[src/rtl/dl_or_rr_sched.sv]
// Round-robin scheduler sharing one registered OR unit among NUM_REQ clients.
// Ports: req_valid/req_ready/req_in0/req_in1 per client; rsp_* result channel.
module dl_or_rr_sched #(
  parameter int NUM_REQ  = 4,
  parameter int NUM_BITS = 32,
  localparam int ID_W = (NUM_REQ > 1) ? $clog2(NUM_REQ) : 1
) (
  input  logic                         clk,
  input  logic                         rst_n,
  input  logic [NUM_REQ-1:0]           req_valid,
  output logic [NUM_REQ-1:0]           req_ready,
  input  logic [NUM_REQ*NUM_BITS-1:0]  req_in0,
  input  logic [NUM_REQ*NUM_BITS-1:0]  req_in1,
  output logic                         rsp_valid,
  input  logic                         rsp_ready,
  output logic [NUM_BITS-1:0]          rsp_data,
  output logic [ID_W-1:0]              rsp_id
);

  logic                accept;
  logic                found;
  logic                xfer;
  logic [ID_W-1:0]     win;
  logic [ID_W-1:0]     ptr_q, ptr_d;
  logic [ID_W-1:0]     id_q, id_d;
  logic                valid_q, valid_d;
  logic [NUM_BITS-1:0] data_q, data_d;
  logic [NUM_BITS-1:0] op0, op1;

  // Output slot is free, or its result leaves this cycle.
  assign accept = !valid_q || rsp_ready;

  // Scan ptr, ptr+1, ... with wrap; first valid requester wins.
  always_comb begin : arb
    int              idx;
    logic [ID_W-1:0] cand;
    found = 1'b0;
    win   = '0;
    idx   = 0;
    cand  = '0;
    for (int k = 0; k < NUM_REQ; k++) begin
      idx = int'(ptr_q) + k;
      if (idx >= NUM_REQ) idx = idx - NUM_REQ;
      cand = ID_W'(idx);
      if (!found && req_valid[cand]) begin
        found = 1'b1;
        win   = cand;
      end
    end
  end

  assign xfer = found && accept;

  always_comb begin
    req_ready = '0;
    if (xfer) req_ready[win] = 1'b1;
  end

  assign op0 = req_in0[int'(win)*NUM_BITS +: NUM_BITS];
  assign op1 = req_in1[int'(win)*NUM_BITS +: NUM_BITS];

  always_comb begin
    valid_d = valid_q;
    data_d  = data_q;
    id_d    = id_q;
    ptr_d   = ptr_q;
    if (xfer) begin
      valid_d = 1'b1;
      data_d  = op0 | op1;
      id_d    = win;
      if (win == ID_W'(NUM_REQ - 1)) ptr_d = '0;
      else                           ptr_d = win + 1'b1;
    end else if (rsp_ready) begin
      valid_d = 1'b0;
    end
  end

  always_ff @(posedge clk or negedge rst_n) begin
    if (!rst_n) begin
      valid_q <= 1'b0;
      data_q  <= '0;
      id_q    <= '0;
      ptr_q   <= '0;
    end else begin
      valid_q <= valid_d;
      data_q  <= data_d;
      id_q    <= id_d;
      ptr_q   <= ptr_d;
    end
  end

  assign rsp_valid = valid_q;
  assign rsp_data  = data_q;
  assign rsp_id    = id_q;

endmodule

[config.mk]
export PLATFORM = sky130hd
export DESIGN_NAME = dl_or_rr_sched
export DESIGN_NICKNAME = d
export VERILOG_FILES = /design/src/rtl/dl_or_rr_sched.sv
export SDC_FILE = /design/constraint.sdc
export NUM_CORES = 1
export LEC_CHECK = 0
export ABC_AREA = 1
export CAP_MARGIN = 20
export CORE_AREA = 2 2 116 118
export CTS_CLUSTER_DIAMETER = 100
export DETAILED_ROUTE_END_ITERATION = 7
export DIE_AREA = 0 0 118 120
export PLACE_DENSITY = 0.74
export SETUP_SLACK_MARGIN = 0.1
export SLEW_MARGIN = 25
export SYNTH_ARGS = -nofsm -noshare
export SYNTH_HDL_FRONTEND = slang
export SYNTH_SLANG_ARGS = --single-unit
[constraint.sdc]
create_clock -name clk -period 2.75 [get_ports clk]
set_input_delay 0.55 -clock clk [delete_from_list [all_inputs] [get_ports clk]]
set_output_delay 0.55 -clock clk [all_outputs]
set_load 0.1 [all_outputs]
==> Word level (Yosys, flattened, before mapping) <==
Cells that the tools add are included.
{ "word_totals": {"register_bits": 37, "in_bits": 263, "output_inout_bits": 39, "word_cells": 63} }
{ "op_classes": {"n_addsub": 8, "order_cmp": 10, "n_eq_ne": 1, "shift": 2, "n_mux": 26, "bitwise": 1, "n_reduce_logical": 11} }
{ "ops": {"columns": ["operator", "count"], "rows": [
  ["indexed part select 128 x 8 -> 32 bit", 2],
  ["bitwise OR 32 bit", 1],
  ["2-to-1 mux 2 bit", 9],
  ["less-than comparator 2 x 3 -> 1 bit, second input constant", 5],
  ["2-to-1 mux 1 bit", 11],
  [">= comparator 3 bit, second input constant", 3],
  ["binary-select mux 1 bit (select 2 bit)", 4],
  ["subtractor 2 x 1 -> 2 bit, second input constant", 4],
  ["adder 2 x 2 -> 3 bit, second input constant", 2],
  ["logical AND 1 bit", 5],
  ["zero test 1 bit", 4],
  ["2-to-1 mux 4 bit", 1],
  ["adder 2 x 1 -> 3 bit, second input constant", 1],
  [">= comparator 2 x 3 -> 1 bit, second input constant", 1],
  ["adder 2 x 1 -> 2 bit, second input constant", 1],
  ["demux 1 bit (select 2 bit)", 1],
  ["== test 2 bit, second input constant", 1],
  [">= comparator 2 x 1 -> 1 bit, second input constant", 1],
  ["nonzero test 2 bit", 1],
  ["logical OR 1 bit", 1]
]} }

==> Logic depth before layout (Yosys ltp) <==
Gate-level depths: netlist of run 1.
{ "depth": {"word_depth": 19, "ltp_mapped": 15, "ltp_nobuf": 14} }

==> Least setup slack after synthesis of run 1 <==
OpenSTA, ideal clock, no wires.
{ "synth_path": {"path_kind": "input-to-output", "startpoint": "in req_valid[3]", "endpoint": "out req_ready[0]", "arrival_time_ns": 2.914, "required_ns": 2.200, "slack_ns": -0.714, "cell_stages": 13, "n_path_buf": 2, "cell_sequence": "inv_1 > nand2_1 > nand3_2 > nand2_2 > nor2_1 > nor2_1 > nand2_4 > nand2_4 > buf_6 > buf_6 > ha_1 > inv_1 > nor2_1"} }
{ "synth_via": {"elab_chain_cells": 17, "word_cells_on_any_way": 29, "classes_between": "order compare (2); mux (19); reduce/logical (8)"} }
{ "synth_lines": {"columns": ["element", "line_no", "text"], "rows": [
  ["start, declared", "10", "input logic [NUM_REQ-1:0] req_valid,"],
  ["binary-select mux 1 bit (select 2 bit)", "45", "if (!found && req_valid[cand]) begin"],
  ["2-to-1 mux 1 bit (implied by the code)", "45", null],
  ["2-to-1 mux 1 bit", "45", null],
  ["zero test 1 bit", "45", null],
  ["logical AND 1 bit", "45", null],
  ["2-to-1 mux 1 bit", "45", null],
  ["zero test 1 bit", "45", null],
  ["logical AND 1 bit", "45", null],
  ["2-to-1 mux 1 bit", "45", null],
  ["zero test 1 bit", "45", null],
  ["logical AND 1 bit", "45", null],
  ["2-to-1 mux 2 bit", "45", null],
  ["less-than comparator 2 x 3 -> 1 bit (implied by the code) / >= comparator 2 x 1 -> 1 bit (equally long branches)", "56", "if (xfer) req_ready[win] = 1'b1;"],
  ["logical AND 1 bit (implied by the code)", "56", null],
  ["2-to-1 mux 1 bit (implied by the code)", "56", null],
  ["demux 1 bit (select 2 bit)", "56", null],
  ["2-to-1 mux 4 bit *", "56", null],
  ["end, declared", "11", "output logic [NUM_REQ-1:0] req_ready,"]
]} }
Every way passes the cells marked *; elsewhere a longest branch is shown, timed or not. The select of a mux whose other input is x is not followed.

==> Final worst setup path of run 1 <==
{ "layout_path": {"startpoint": "in req_valid[1]", "endpoint": "out req_ready[3]"} }
The elaborated chain is that of the path after synthesis.

==> results of run 1 <==
-- layer usage --
| layer | vias up | share of wire | GRT usage |
|---|---|---|---|
| met1 | 2196 | 0.38 | 0.250 |
| met3 | 37 | 0.070 | 0.0423 |
| met2 | 209 | 0.52 | 0.378 |
| met4 | 0 | 0.030 | 0.0911 |
| met5 | - | 0 | 0 |
| li1 | 2459 | - | - |
-- cell families (layout without fill, tap and decap cells) --
kind of cell / after synthesis / after routing / share of synthesized area
DFF: 37 / 37 / 0.284
buffers and inverters: 47 / 364 / 0.0702
and+or+nand+nor: 474 / 474 / 0.611
adders and majority gates: 4 / 4 / 0.0153
AOI/OAI and AO/OA: 12 / 12 / 0.0196
-- cells in the final DEF, fill, tap and decap left out, types with 2 or more instances in the layout --
cell type	synthesis	routed
dfrtp_1	37	35
nor2_1	132	126
clkdlybuf4s15_1	0	2
inv_2	4	9
buf_6	2	3
nand3_4	0	4
clkbuf_16	0	5
inv_1	13	4
dfrtp_2	0	2
nand2_1	208	191
dlygate4sd2_1	0	2
buf_12	0	7
nor2_4	1	5
nand2_2	5	12
inv_4	0	3
o21ai_0	2	2
nor2_2	2	4
buf_4	4	67
o21ai_1	7	6
nand3_1	119	117
clkdlybuf4s50_1	0	257
ha_4	0	4
nand2_4	2	12
-- power by group --
part           switching, W  internal, W
Sequential         0.000180     0.000877
Combinational       0.00582      0.00279
Clock              0.000206     0.000356
-- cell type report --
| cell class | instances | area, µm² |
|---|---|---|
| clock buffers | 7 | 143 |
| fillers | 1296 | 5960 |
| inverters | 17 | 76.3 |
| multi-input cells | 490 | 2350 |
| flip-flops and latches | 37 | 928 |
| well taps | 176 | 220 |
| repair buffers | 340 | 3310 |
-- worst reg2reg max path: stages, from the launching register on --
cell,delay (ns)
dfrtp_2,0.44
buf_8,0.16
nand2_4,0.06
nand2_4,0.05
nand2_2,0.07
nand2_2,0.06
nor2_4,0.15
nand3_4,0.12
nand2_4,0.11
buf_4,0.10
buf_4,0.09
buf_4,0.41
nand3_1,0.14
nand3_1,0.19
nand2_1,0.08
nand2_1,0.06
nand2_1,0.04
-- worst paths after layout --
| path | depth (start not counted) | slack [ns] | startpoint | to |
|---|---|---|---|---|
| min reg2reg | 2 | 0.48 | rsp_data[20] | rsp_data[20] |
| max | 14 | 0.03 | req_valid[1] | req_ready[3] |
| min in group clk | 2 | 0.48 | rsp_data[20] | rsp_data[20] |
| min | 1 | 0.38 | rst_n | rsp_valid |
| max reg2reg | 16 | 0.31 | ptr_q[0] | rsp_data[19] |
| max in group asynchronous | 1 | 1.74 | rst_n | ptr_q[1] |
-- repair_timing --
action                     4_1_cts  5_1_grt
pin swaps                       19       17
setup endpoints to repair        4        4
setup buffers                   10        8
gates resized for setup         37       24
-- through the flow --
stage | total power (W) | setup WS (ns) | hold WS [ns] | instance area (µm²)
global route | 0.0110 | -0.0611 | 0.471 | 7020
detailed placement | 0.00883 | -0.190 | 0.468 | 6520
global placement | 0.00874 | -0.137 | 0.464 | 6520
floorplan | 0.00665 | 0.0968 | 0.254 | 3330
CTS | 0.00992 | 0.0697 | 0.421 | 6870
finish | 0.0102 | 0.0282 | 0.384 | 7020
-- registers in the layout, indices dropped and copies added (netlist names) --
name       flops
rsp_data      32
ptr_q          2
rsp_id         2
rsp_valid      1
==> key figures, run 1 <==
Synthesis
  • Commonest cells in the netlist: nand2_1 (208), nor2_1 (132), nand3_1 (119), dfrtp_1 (37), buf_2 (18)
  • Asr flop ratio synth: 1.00
  • Netlist cell types: 24
  • Yosys Warn Count: 0
  • Net count after synthesis: around 840
  • Synth Flop Type: dfrtp_1
  • Post-synth top area cell: dfrtp_1
  • Avg Cell Area, Syn: 5.68 µm²
  • Post-synth EDFFs: 0
  • Count leader, synth: nand2_1
  • Mapped Cells: 574
  • Sequential share of the synthesized area: 0.284
  • Synth top area share: 0.284
  • Largest cells by area after synthesis: dfrtp_1 (28%), nand2_1 (24%), nand3_1 (18%), nor2_1 (15%), buf_2 (2.8%)
  • Register bit total from synthesis: 37
  • Post-Syn Area: 0.00326 mm²

Placed design
  • Placed cell count: around 1,000
  • Gp weighted congestion: 0.866
  • Input/output buffers: 301
  • Post-detail-place hpwl: around 12,000 µm

Final layout
  • Final nets: 1,158
  • Area grow syn2layout: 115%
  • Post-Layout Cell Count: 1,067
  • N_diodes: 0
  • Layout cells sized above 1: 0.163
  • Final Util: 0.541

Timing
  • Final hold violation count: 0
  • Clock Skews: about 0.0016 ns
  • Slew Viols, Final: 0
  • Worst-margin pin slew: 0.876 ns
  • Final setup viols: 0
  • Slew headroom: 0.416
  • Unrepaired setup endpoints after global routing: yes
  • Final setup TNS: 0 ns
  • Fmax: 0.367 GHz
  • Minimum clock period: roughly 2.7 ns
  • Final period util: 0.990

Critical path
  • Setup crit end kind: primary output
  • Slowest cell on the critical path: dlygate4sd2_1
  • Delay-heaviest family, CP: simple AND/OR/NAND/NOR gates
  • Worst setup SP type: primary input
  • WS Path Type: in -> out
  • CP peak stage delay: ~0.26 ns
  • Data arrival, critical path: roughly 2.2 ns
  • Req. time, crit path: between 2 and 2.5 ns
  • Crit path buffers/inverters: 5
  • Worst Path Max Fanout: 4
  • Worst-path cell chain: dlygate4sd2_1 -> inv_2 -> nand2_4 -> nand3_4 -> nand2_4 -> nor2_4 -> nand3_4 -> nand2_4 -> nand2_4 -> inv_6 -> ha_4 -> inv_2 -> nor2_4 -> buf_12
  • Top cell by count, worst path: nand2_4

Global routing
  • Number of global-route vias before repair: 5,057
  • Grt ovf: 0
  • Initial antenna violation count: 0
  • Total GRT Usage: 0.213
  • Largest net degree at the start of global routing: 44
  • First-pass GRT wire length: around 24,000 µm

Status
  • Status: finished, final reports clean

CTS
  • Cts hold-fix bufs: 0
  • Clk_lat worst skew: 0.27 ns
  • # H-tree levels: 2
  • Clock tree buffer depth: 2
  • CTS sink cnt: 37
  • TritonCTS clock tree: yes
  • CTS Buf Count: 5
  • CTS root buf: clkbuf_16
  • Reg clk slew, reported paths: 0.05 ns

Detailed routing
  • Routed len/inst: around 14 µm
  • First-pass DRT Iterations: 4
  • DR vias/cell: about 4.6
  • DR iter-0 viols: 260
  • Total number of vias: roughly 5,000
  • Drt drc: 0
  • Remaining antenna violation count after routing: 0
  • Drt total wl: roughly 15,000 µm

Floorplan
  • I/O pin total: 302
  • Die ar.: 0.0142 mm²
  • Die width: about 120 µm
  • FP Rows: 42
  • Area of the core: 0.0130 mm²
  • Die Height: roughly 120 µm
  • Initial cell density of the core: 0.251

Job
  • Max Cap Viol: 0

Pwr
  • Max IR drop VDD: ~1.1 mV
  • Pwr per Cell Area: about 1500 mW/mm²
  • LEAKAGE: between 3 and 4 nW

Hold path
  • Hold WC Path Type: in -> async
No activity file was read; power rests on OpenSTA's default activity.
==> run 2: changes to the inputs <==
SETUP_SLACK_MARGIN = 0.3   (was 0.1)
==> run 2 against run 1 <==
Against the previous run:
- combinational power up 6.0%
- final cell count is 0.28% higher
- maximum frequency decreased by 0.18%
- critical path type is now reg -> out
- largest power group unchanged
==> key figures, run 2 (synthesized netlist as in run 1, its figures left out) <==
Job
  • Max Cap Viol: 0 (unchanged)

Critical path
  • Req. time, crit path: 2.20 ns (about the same)
  • WS Path Type: reg -> out
  • Slowest cell on the critical path: dfrtp_2
  • Critical path depth: 13 (-1)
  • Data arrival, critical path: 2.18 ns (about the same)
  • CP peak stage delay: 0.44 ns (+0.18 ns)
  • Worst setup endpoint: req_ready[2]
  • Worst Path Max Fanout: 5 (+1)
  • Crit path from: ptr_q[0]
  • Setup crit end kind: primary output
  • R2R cell count: 18 (+2)
  • R2r startpoint: ptr_q[0]
  • Worst-path cell chain: clkinv_2 -> nand2_4 -> nand3_2 -> nand2_4 -> nor2_2 -> nor2_2 -> nand2_4 -> nand2_8 -> buf_12 -> ha_4 -> inv_2 -> nor2_4 -> buf_12
  • Crit path buffers/inverters: 4 (-1)
  • R2R Setup Slk: 0.37 ns (+0.06 ns)
  • Worst setup SP type: register
  • Delay-heaviest family, CP: simple AND/OR/NAND/NOR gates
  • Top cell by count, worst path: nand2_4
  • Worst r2r dst: rsp_data[1]

Pwr
  • Max IR drop VDD: 0.751 mV (-30%)
  • Total power: 0.0108 W (+5.2%)
  • LEAKAGE: 3.15 nW (+1.2%)
  • Pwr per Cell Area: 1510 mW/mm² (+3.6%)

Detailed routing
  • Routed len/inst: 14.9 µm (+3.2%)
  • Drt drc: 0 (unchanged)
  • Drt total wl: 16,000 µm (+3.5%)
  • Total number of vias: 4,822 (-1.6%)
  • DR iter-0 viols: 293 (+13%)
  • DR vias/cell: 4.51 (-1.9%)
  • Remaining antenna violation count after routing: 0 (unchanged)
  • First-pass DRT Iterations: 5 (+1)

CTS
  • CTS root buf: clkbuf_16
  • CTS sink cnt: 37 (unchanged)
  • # H-tree levels: 2 (unchanged)
  • Cts hold-fix bufs: 0 (unchanged)
  • TritonCTS clock tree: yes
  • Clk_lat worst skew: 0.28 ns (about the same)
  • Reg clk slew, reported paths: 0.06 ns (about the same)
  • Clock tree buffer depth: 2 (unchanged)
  • CTS Buf Count: 5 (unchanged)

Final layout
  • Layout cells sized above 1: 0.182 (+0.0196)
  • Most frequent cells in the layout: clkdlybuf4s50_1 (257), nand2_1 (186), nor2_1 (126), nand3_1 (110), buf_4 (62)
  • Final Util: 0.549 (+0.00839)
  • Area grow syn2layout: 119%
  • Post-Layout Cell Count: 1,070 (+0.28%)
  • N_diodes: 0 (unchanged)
  • Final nets: 1,160 (+0.17%)
  • Max reg flops: 32 (unchanged)
  • Fillers: 1,280 (-1.2%)
  • Finished Cell Area: 0.00713 mm² (+1.6%)
  • Commonest non-fill, non-tap cell in the layout: clkdlybuf4s50_1

Global routing
  • Largest net degree at the start of global routing: 44 (unchanged)
  • Total GRT Usage: 0.215 (+0.00156)
  • Initial antenna violation count: 0 (unchanged)
  • First-pass GRT wire length: 24,300 µm (unchanged)
  • Number of global-route vias before repair: 4,853 (-4.0%)
  • Grt ovf: 0 (unchanged)

Placed design
  • Input/output buffers: 301 (unchanged)
  • Gp weighted congestion: 0.876 (+1.1%)
  • Placed cell count: 1,042 (unchanged)
  • Cell Area, Placed: 0.00659 mm² (+1.0%)
  • Post-detail-place hpwl: 12,300 µm (+0.75%)

Timing
  • Unrepaired setup endpoints after global routing: yes
  • Slew headroom: 0.416 (about the same)
  • Final period util: 0.991 (+0.00175)
  • Fmax: 0.367 GHz (-0.18%)
  • Minimum clock period: 2.73 ns (+0.00480 ns)
  • Worst-margin pin slew: 0.877 ns (+0.000495 ns)
  • Final setup viols: 0 (unchanged)
  • Slew Viols, Final: 0 (unchanged)
  • Final hold violation count: 0 (unchanged)
  • Clock Skews: 0.00676 ns (+0.00516 ns)
  • Hold slack final: 0.385 ns (+0.000849 ns)

Hold path
  • Hold WC Path Type: in -> async

Floorplan
  • Area of the core: 0.0130 mm² (unchanged)
  • I/O pin total: 302 (unchanged)
  • Die Height: 120 µm (unchanged)
  • FP Rows: 42 (unchanged)
  • Die width: 118 µm (unchanged)
  • Die ar.: 0.0142 mm² (unchanged)
  • Initial cell density of the core: 0.251 (unchanged)

Status
  • Status: finished, final reports clean
==> run 2: area by class of cell <==
| class | instances | area (µm²) | area share |
|---|---|---|---|
| Inverter | 17 | 106 | 0.0149 |
| Clock buffer | 6 | 129 | 0.0181 |
| Timing Repair inverter | 1 | 5.00 | 0.000702 |
| Tap cell | 176 | 220 | 0.0309 |
| Sequential cell | 37 | 928 | 0.130 |
| Clock inverter | 2 | 10.0 | 0.00140 |
| Multi-Input combinational cell | 490 | 2350 | 0.329 |
| Timing Repair Buffer | 341 | 3390 | 0.475 |
==> run 2: how the worst min path moves through the flow <==
stage | to
floorplan | ptr_q[0]
detailed placement | rsp_data[19]
finish | rsp_data[23]
global route | rsp_data[19]
global placement | rsp_data[2]
CTS | rsp_data[14]
==> run 2: timing repair <==
item | in CTS | in global routing
endpoints found under the hold margin | 0 | 0
endpoints found under the setup margin | 39 | 38
resized for setup | 31 | 38
pin swaps | 11 | 9
setup buffers | 14 | 3
gates cloned | 0 | 3
==> run 2: per-stage QoR <==
step                worst slack [ns]  TNS (ns)
floorplan                      0.126         0
global placement              -0.260     -3.19
detailed placement            -0.274     -4.32
CTS                           0.0675         0
global route                 -0.0541    -0.181
finish                        0.0234         0
==> run 2: report_power, final <==
part,internal [W],total (W),switching (W)
logic,0.00310,0.00912,0.00603
clock network,0.000333,0.000555,0.000222
registers,0.000877,0.00107,0.000194
==> run 2: metal layers <==
layer,global-route usage,share of wire,up-vias,wire length [µm]
met5,0,0,-,0
met4,0.0685,0.023,0,361
met3,0.0418,0.059,25,939
met2,0.374,0.50,176,8050
met1,0.266,0.41,2156,6630
li1,-,-,2465,-
